## config.mk

```make
export PLATFORM = sky130hd
export DESIGN_NAME = mult_div_unit_flat
export DESIGN_NICKNAME = d
export VERILOG_FILES = /design/src/rtl/mult_div_unit_if.sv /design/src/rtl/mult_div_unit.sv /design/src/flat_wrapper.sv
export SDC_FILE = /design/constraint.sdc
export NUM_CORES = 1
export LEC_CHECK = 0
export BUFFER_PORTS_ARGS = -buffer_cell sky130_fd_sc_hd__clkbuf_2
export CAP_MARGIN = 10
export CORE_UTILIZATION = 53
export DETAILED_ROUTE_END_ITERATION = 7
export PLACE_DENSITY = 0.8
export SKIP_LAST_GASP = 1
export SLEW_MARGIN = 40
export SYNTH_ARGS = -nofsm -noshare
export SYNTH_HDL_FRONTEND = slang
export SYNTH_SLANG_ARGS = --single-unit
```

## constraint.sdc

```tcl
create_clock -name clk -period 3.27 [get_ports clk]
set_clock_uncertainty 0.1 [all_clocks]
set_input_delay 0.8175 -clock clk [delete_from_list [all_inputs] [get_ports clk]]
set_output_delay 0.8175 -clock clk [all_outputs]
set_load 0.005 [all_outputs]
```

## src/rtl/mult_div_unit_if.sv

```systemverilog
// Start/operand request and HI/LO result bundle between the datapath (master)
// and the iterative multiply/divide unit (slave).
interface mult_div_unit_if #(
  parameter int unsigned WIDTH = 32
);
  logic             start;
  logic [1:0]       op;
  logic [WIDTH-1:0] a;
  logic [WIDTH-1:0] b;
  logic             busy;
  logic             done;
  logic             div_by_zero;
  logic [WIDTH-1:0] hi_out;
  logic [WIDTH-1:0] lo_out;

  modport master (
    output start, op, a, b,
    input  busy, done, div_by_zero, hi_out, lo_out
  );

  modport slave (
    input  start, op, a, b,
    output busy, done, div_by_zero, hi_out, lo_out
  );
endinterface

```

## src/rtl/mult_div_unit.sv

```systemverilog
// Iterative MIPS multiply/divide unit owning HI/LO: bit-serial shift-add
// multiply and restoring divide, one step per cycle, sign fix-up at the end.
module mult_div_unit #(
  parameter int unsigned WIDTH = 32
) (
  input logic              clk,
  input logic              rst,
  mult_div_unit_if.slave   bus
);
  localparam int unsigned CW = $clog2(WIDTH);
  localparam int unsigned PW = 2 * WIDTH;

  typedef enum logic [1:0] {IDLE, PREP, RUN, FIX} state_t;

  state_t           state;
  state_t           state_nxt;

  logic [1:0]       op_q;
  logic [WIDTH-1:0] a_q;
  logic [WIDTH-1:0] b_q;
  logic [WIDTH-1:0] opnd;
  logic [PW-1:0]    acc;
  logic [WIDTH-1:0] rem;
  logic [CW-1:0]    cnt;
  logic             psign;
  logic             rsign;
  logic             dbz_q;

  logic             busy_q;
  logic             done_q;
  logic             dbz_out_q;
  logic [WIDTH-1:0] hi_q;
  logic [WIDTH-1:0] lo_q;

  logic             is_div_c;
  logic             signed_op_c;
  logic             b_zero_c;
  logic [WIDTH-1:0] mag_a_c;
  logic [WIDTH-1:0] mag_b_c;
  logic [WIDTH:0]   mul_sum_c;
  logic [PW-1:0]    mul_step_c;
  logic [WIDTH:0]   div_shift_c;
  logic [WIDTH:0]   div_trial_c;
  logic             qbit_c;
  logic [PW-1:0]    prod_c;
  logic [WIDTH-1:0] quot_c;
  logic [WIDTH-1:0] rem_c;

  // Operand decode and magnitudes for the signed variants.
  assign is_div_c    = op_q[1];
  assign signed_op_c = ~op_q[0];
  assign b_zero_c    = (b_q == '0);
  assign mag_a_c     = (signed_op_c && a_q[WIDTH-1]) ? -a_q : a_q;
  assign mag_b_c     = (signed_op_c && b_q[WIDTH-1]) ? -b_q : b_q;

  // One shift-add step: conditionally add multiplicand to the high half, shift right.
  assign mul_sum_c  = {1'b0, acc[PW-1:WIDTH]} + {1'b0, opnd};
  assign mul_step_c = acc[0] ? {mul_sum_c, acc[WIDTH-1:1]} : {1'b0, acc[PW-1:1]};

  // One restoring step: bring down the next dividend bit, try subtracting the divisor.
  assign div_shift_c = {rem, acc[WIDTH-1]};
  assign div_trial_c = div_shift_c - {1'b0, opnd};
  assign qbit_c      = ~div_trial_c[WIDTH];

  // Sign correction applied in FIX; overflow case wraps naturally.
  assign prod_c = psign ? -acc : acc;
  assign quot_c = psign ? -acc[WIDTH-1:0] : acc[WIDTH-1:0];
  assign rem_c  = rsign ? -rem : rem;

  always_ff @(posedge clk or negedge rst) begin
    if (!rst) state <= IDLE;
    else      state <= state_nxt;
  end

  always_comb begin
    state_nxt = state;
    case (state)
      IDLE:    if (bus.start) state_nxt = PREP;
      PREP:    state_nxt = (is_div_c && b_zero_c) ? FIX : RUN;
      RUN:     if (cnt == CW'(WIDTH - 1)) state_nxt = FIX;
      FIX:     state_nxt = IDLE;
      default: state_nxt = IDLE;
    endcase
  end

  // Working registers: capture, prepare, iterate.
  always_ff @(posedge clk or negedge rst) begin
    if (!rst) begin
      op_q  <= '0;
      a_q   <= '0;
      b_q   <= '0;
      opnd  <= '0;
      acc   <= '0;
      rem   <= '0;
      cnt   <= '0;
      psign <= 1'b0;
      rsign <= 1'b0;
      dbz_q <= 1'b0;
    end else begin
      case (state)
        IDLE: begin
          if (bus.start) begin
            op_q <= bus.op;
            a_q  <= bus.a;
            b_q  <= bus.b;
          end
        end
        PREP: begin
          opnd  <= is_div_c ? mag_b_c : mag_a_c;
          acc   <= {WIDTH'(0), (is_div_c ? mag_a_c : mag_b_c)};
          rem   <= '0;
          cnt   <= '0;
          psign <= signed_op_c & (a_q[WIDTH-1] ^ b_q[WIDTH-1]);
          rsign <= signed_op_c & a_q[WIDTH-1];
          dbz_q <= is_div_c & b_zero_c;
        end
        RUN: begin
          cnt <= CW'(cnt + 1'b1);
          if (is_div_c) begin
            acc[WIDTH-1:0] <= {acc[WIDTH-2:0], qbit_c};
            rem            <= qbit_c ? div_trial_c[WIDTH-1:0] : div_shift_c[WIDTH-1:0];
          end else begin
            acc <= mul_step_c;
          end
        end
        default: ;
      endcase
    end
  end

  // Registered status and HI/LO; results land on the FIX->IDLE edge.
  always_ff @(posedge clk or negedge rst) begin
    if (!rst) begin
      busy_q    <= 1'b0;
      done_q    <= 1'b0;
      dbz_out_q <= 1'b0;
      hi_q      <= '0;
      lo_q      <= '0;
    end else begin
      busy_q    <= (state_nxt != IDLE);
      done_q    <= (state == FIX);
      dbz_out_q <= (state == FIX) && dbz_q;
      if (state == FIX) begin
        if (dbz_q) begin
          hi_q <= a_q;
          lo_q <= '1;
        end else if (is_div_c) begin
          hi_q <= rem_c;
          lo_q <= quot_c;
        end else begin
          hi_q <= prod_c[PW-1:WIDTH];
          lo_q <= prod_c[WIDTH-1:0];
        end
      end
    end
  end

  assign bus.busy        = busy_q;
  assign bus.done        = done_q;
  assign bus.div_by_zero = dbz_out_q;
  assign bus.hi_out      = hi_q;
  assign bus.lo_out      = lo_q;
endmodule

```

## src/flat_wrapper.sv

```systemverilog
// flat-port wrapper written by rule: the top's interface ports become plain ports
module mult_div_unit_flat 
#(
  parameter int unsigned WIDTH = 32
)
  (clk, rst, bus_start, bus_op, bus_a, bus_b, bus_busy, bus_done, bus_div_by_zero, bus_hi_out, bus_lo_out);
  mult_div_unit_if #(.WIDTH(WIDTH)) bus_i ();
  input logic clk;
  input logic rst;
  input wire logic [$bits(bus_i.start)-1:0] bus_start;
  input wire logic [$bits(bus_i.op)-1:0] bus_op;
  input wire logic [$bits(bus_i.a)-1:0] bus_a;
  input wire logic [$bits(bus_i.b)-1:0] bus_b;
  output wire logic [$bits(bus_i.busy)-1:0] bus_busy;
  output wire logic [$bits(bus_i.done)-1:0] bus_done;
  output wire logic [$bits(bus_i.div_by_zero)-1:0] bus_div_by_zero;
  output wire logic [$bits(bus_i.hi_out)-1:0] bus_hi_out;
  output wire logic [$bits(bus_i.lo_out)-1:0] bus_lo_out;
  assign bus_i.start = bus_start;
  assign bus_i.op = bus_op;
  assign bus_i.a = bus_a;
  assign bus_i.b = bus_b;
  assign bus_busy = bus_i.busy;
  assign bus_done = bus_i.done;
  assign bus_div_by_zero = bus_i.div_by_zero;
  assign bus_hi_out = bus_i.hi_out;
  assign bus_lo_out = bus_i.lo_out;
  mult_div_unit #(.WIDTH(WIDTH)) u_core (.clk(clk), .rst(rst), .bus(bus_i));
endmodule
```

==> summary.txt <==
Run status
  – Outcome: complete, but fails checks
  – Failing checks: setup timing

Clocking
  – Clock sink total: 271
  – Worst-path clk slew: 0.06 ns
  – Max Buffers Root-to-Sink: 3
  – CTS tree: built
  – CTS Buf Count: 31
  – Root Buffer: clkbuf_16
  – # hold bufs at CTS: 0
  – Clock Latency Late Sink: 0.60 ns
  – H-tree levels: 1

Yosys
  – Synth area leader: dfrtp_1
  – Post-synth EDFFs: 0
  – Avg Inst Size Synth: 8.72 um2
  – Synth cell count leaders: 271 x dfrtp_1, 196 x nor2_1, 194 x nand2_1, 191 x o21ai_0, 186 x a21oi_1
  – Top cells by area, synth: dfrtp_1 36%, mux2_2 5.3%, o21ai_0 5.0%
  – Yosys top cell area share: 0.358
  – Unique masters post-synth: 79
  – Syn Std Cell Area: 0.0189 mm2
  – Async set-reset flop share out of synthesis: 1.00
  – Top-count cell post-synth: dfrtp_1
  – Syn. warnings: 0
  – Synth Net Count: 2316
  – #FFs+latches synth: 271
  – Seq/Total Area, Yosys: 0.358
  – Top_reg_cell synth: dfrtp_1
  – Post-Syn Instances: 2170

Die
  – Top-Level Pins: 136
  – Die width: 191 um
  – Row Count: 68
  – Die area: 0.0365 mm2
  – Core ar.: 0.0349 mm2
  – Initial Util: 0.543
  – Die Y: 191 um

Cells and area
  – Register area: 0.00679 mm2
  – Fin cells: 2889
  – # fillers: 2851
  – Layout cells sized above 1: 0.236
  – Multi-input logic area: 0.0117 mm2
  – Synth-to-layout area growth: 19.8%
  – ANT cells: 0
  – Final #Nets: 2556

Route
  – First-pass DRT Iterations: 7
  – ANT nets after route: 0
  – Drt total wl: 66700 um
  – # DRC: 0
  – Post-DR vias/cell: 6.35
  – WL per Instance: 23.1 um
  – DR vias: 18352
  – Drt first-iter violations: 2122

Timing
  – Setup TNS: -0.00758 ns
  – Maximum achievable frequency: 305 MHz
  – RSZ-0062 raised after global routing: yes
  – Setup violations, final: 1
  – Final worst slack: -0.00758 ns
  – Final Hold Fails: 0
  – Worst slew pin tran: 0.748 ns
  – Max Slew Vio Count: 0
  – Crit path time final: 3.28 ns
  – Worst slew margin: 0.500
  – Fin crit share: 1.00

Run
  – Max cap viols: 0

Min path
  – HP Class: in2async

Worst setup path
  – Critical path startpoint category: flip-flop
  – R2R Setup Slk: -0.008 ns
  – Setup CP Type: reg2reg
  – Crit path DAT: 3.63 ns
  – CP max-delay cell: or4_1
  – Critical-path cell list: or4_1 > nand2b_1 > or3_1 > o31a_1 > a21oi_1 > xnor2_1 > a211oi_1 > o22ai_1
  – CP Capture Type: flip-flop
  – Worst EP required: 3.62 ns
  – Critical path peak fanout: 7
  – Max incr delay on CP: 0.64 ns

Global routing
  – First-pass GRT wire length: 100000 um
  – Initial antenna violation count: 0
  – GRT Overall Usage: 0.359
  – GR met1 Demand/Resource: 0.507
  – Grt peak-use layer: met2
  – Vias in the first global route: 17079
  – Met2 Track Usage GR: 0.529
  – Largest net degree at the start of global routing: 70
  – Total congestion overflow: 0
  – GR Layer Usage met3: 0.0889

Place
  – GPL Wtd Cong: 1.02
  – Dpl cells: 2822
  – Final HPWL DP: 50100 um
  – IO buf count: 135
  – Place WS: -0.0961 ns

Power
  – Power per cell area: 1290 mW/mm2
  – Flop pwr share: 0.228
  – Comb power frac: 0.655
  – Clk pwr share: 0.117
  – Max VDD drop: 730 uV
  – P_int: 14.8 mW
  – Switch Pwr: 14.6 mW
  – Sw frac: 0.498
  – P_leak: 10.1 nW
-- critical path, delay by kind of cell, from the launching register on --
| family | cells | cell delay [ns] |
|---|---|---|
| AOI/OAI and AO/OA | 4 | 1.07 |
| and+or+nand+nor | 3 | 1.31 |
| DFF | 1 | 0.50 |
| xor gates and xnor gates | 1 | 0.15 |
-- power by group through the flow --
stage	combinational (mW)	clock, mW	sequential, mW
after floorplan	11.5	0	6.20
after global placement	17.5	0	6.54
after detailed placement	17.8	0	6.61
after CTS	18.0	3.46	6.58
after global routing	20.5	3.59	6.81
final	19.2	3.44	6.70
-- layout by cell type, fill, tap and decap left out, types with 10 or more instances in the layout --
master / n
dfrtp_1: 267
nor2_1: 194
nand2_1: 191
buf_4: 191
a21oi_1: 179
o21ai_0: 174
clkbuf_2: 134
xnor2_1: 98
xor2_1: 94
mux2_2: 89
inv_1: 87
ha_1: 67
mux2i_1: 59
a21o_1: 33
clkbuf_16: 33
nor3_1: 32
nand3_1: 31
a211oi_1: 30
o31ai_1: 24
nand2b_1: 21
a31oi_1: 20
or4_1: 19
o21ai_1: 19
a22oi_1: 19
or3_1: 18
nor4_1: 17
o211ai_1: 15
nand4_1: 14
o41ai_1: 14
or2_2: 10
o221ai_1: 10
clkinv_2: 10
-- metrics by stage --
step | hold WS [ns] | cell area (um2) | utilization | power [mW]
floorplan | 0.379 | 18900 | - | 17.7
global placement | 0.380 | 21200 | 0.609 | 24.0
detailed placement | 0.389 | 21300 | 0.609 | 24.5
CTS | 0.0909 | 22300 | 0.639 | 28.1
global route | 0.0956 | 22700 | 0.650 | 30.9
finish | 0.0393 | 22700 | 0.650 | 29.4
-- path summary, 6_finish.rpt --
kind / from / cells past startpoint / endpoint
min reg2reg: u_core.bus.hi_out[4] / 2 / u_core.bus.hi_out[4]
max in group asynchronous: rst / 2 / u_core.bus.lo_out[4]
max: u_core.acc[36] / 8 / u_core.bus.hi_out[29]
min: rst / 1 / u_core.rem[24]
max reg2reg: u_core.acc[36] / 8 / u_core.bus.hi_out[29]
min in group clk: bus_a[16] / 2 / u_core.a_q[16]
-- repair_timing --
item | CTS | global route
endpoints found under the setup margin | 39 | 74
endpoints found under the hold margin | 0 | 0
buffers inserted | 0 | 7
gates resized for setup | 10 | 72
pin swaps | 0 | 18
cloned | 0 | 3
-- routing by layer --
metal | vias up | routed length (um)
met1 | 8816 | 27500
met4 | 0 | 2710
met5 | - | 0
met3 | 174 | 7870
li1 | 8253 | -
met2 | 1109 | 28700
-- layout make-up --
cell class / count / area share
flip-flops and latches: 271 / 0.299
clock inverters: 18 / 0.00662
repair buffers: 336 / 0.102
well taps: 455 / 0.0251
clock buffers: 39 / 0.0373
multi-input cells: 1679 / 0.515
inverters: 91 / 0.0151
-- state kept, by name, indices dropped and copies added, names as in the netlist, 2 cells and up --
signal             count
u_core.bus.hi_out     32
u_core.opnd           32
u_core.cnt             5
u_core.acc            64
u_core.b_q            32
u_core.state           2
u_core.op_q            2
u_core.rem            32
u_core.bus.lo_out     32
u_core.a_q            32
-- cell families after synthesis --
family | after synthesis | synth area share
buffers and inverters | 220 | 0.0440
XOR/XNOR | 197 | 0.0915
AND/OR/NAND/NOR | 611 | 0.153
multiplexers | 157 | 0.0942
flip-flops | 271 | 0.358
AO/OA/AOI/OAI | 637 | 0.207
adder cells (fa/ha/maj) | 77 | 0.0517
No activity file was read; power rests on OpenSTA's default activity.
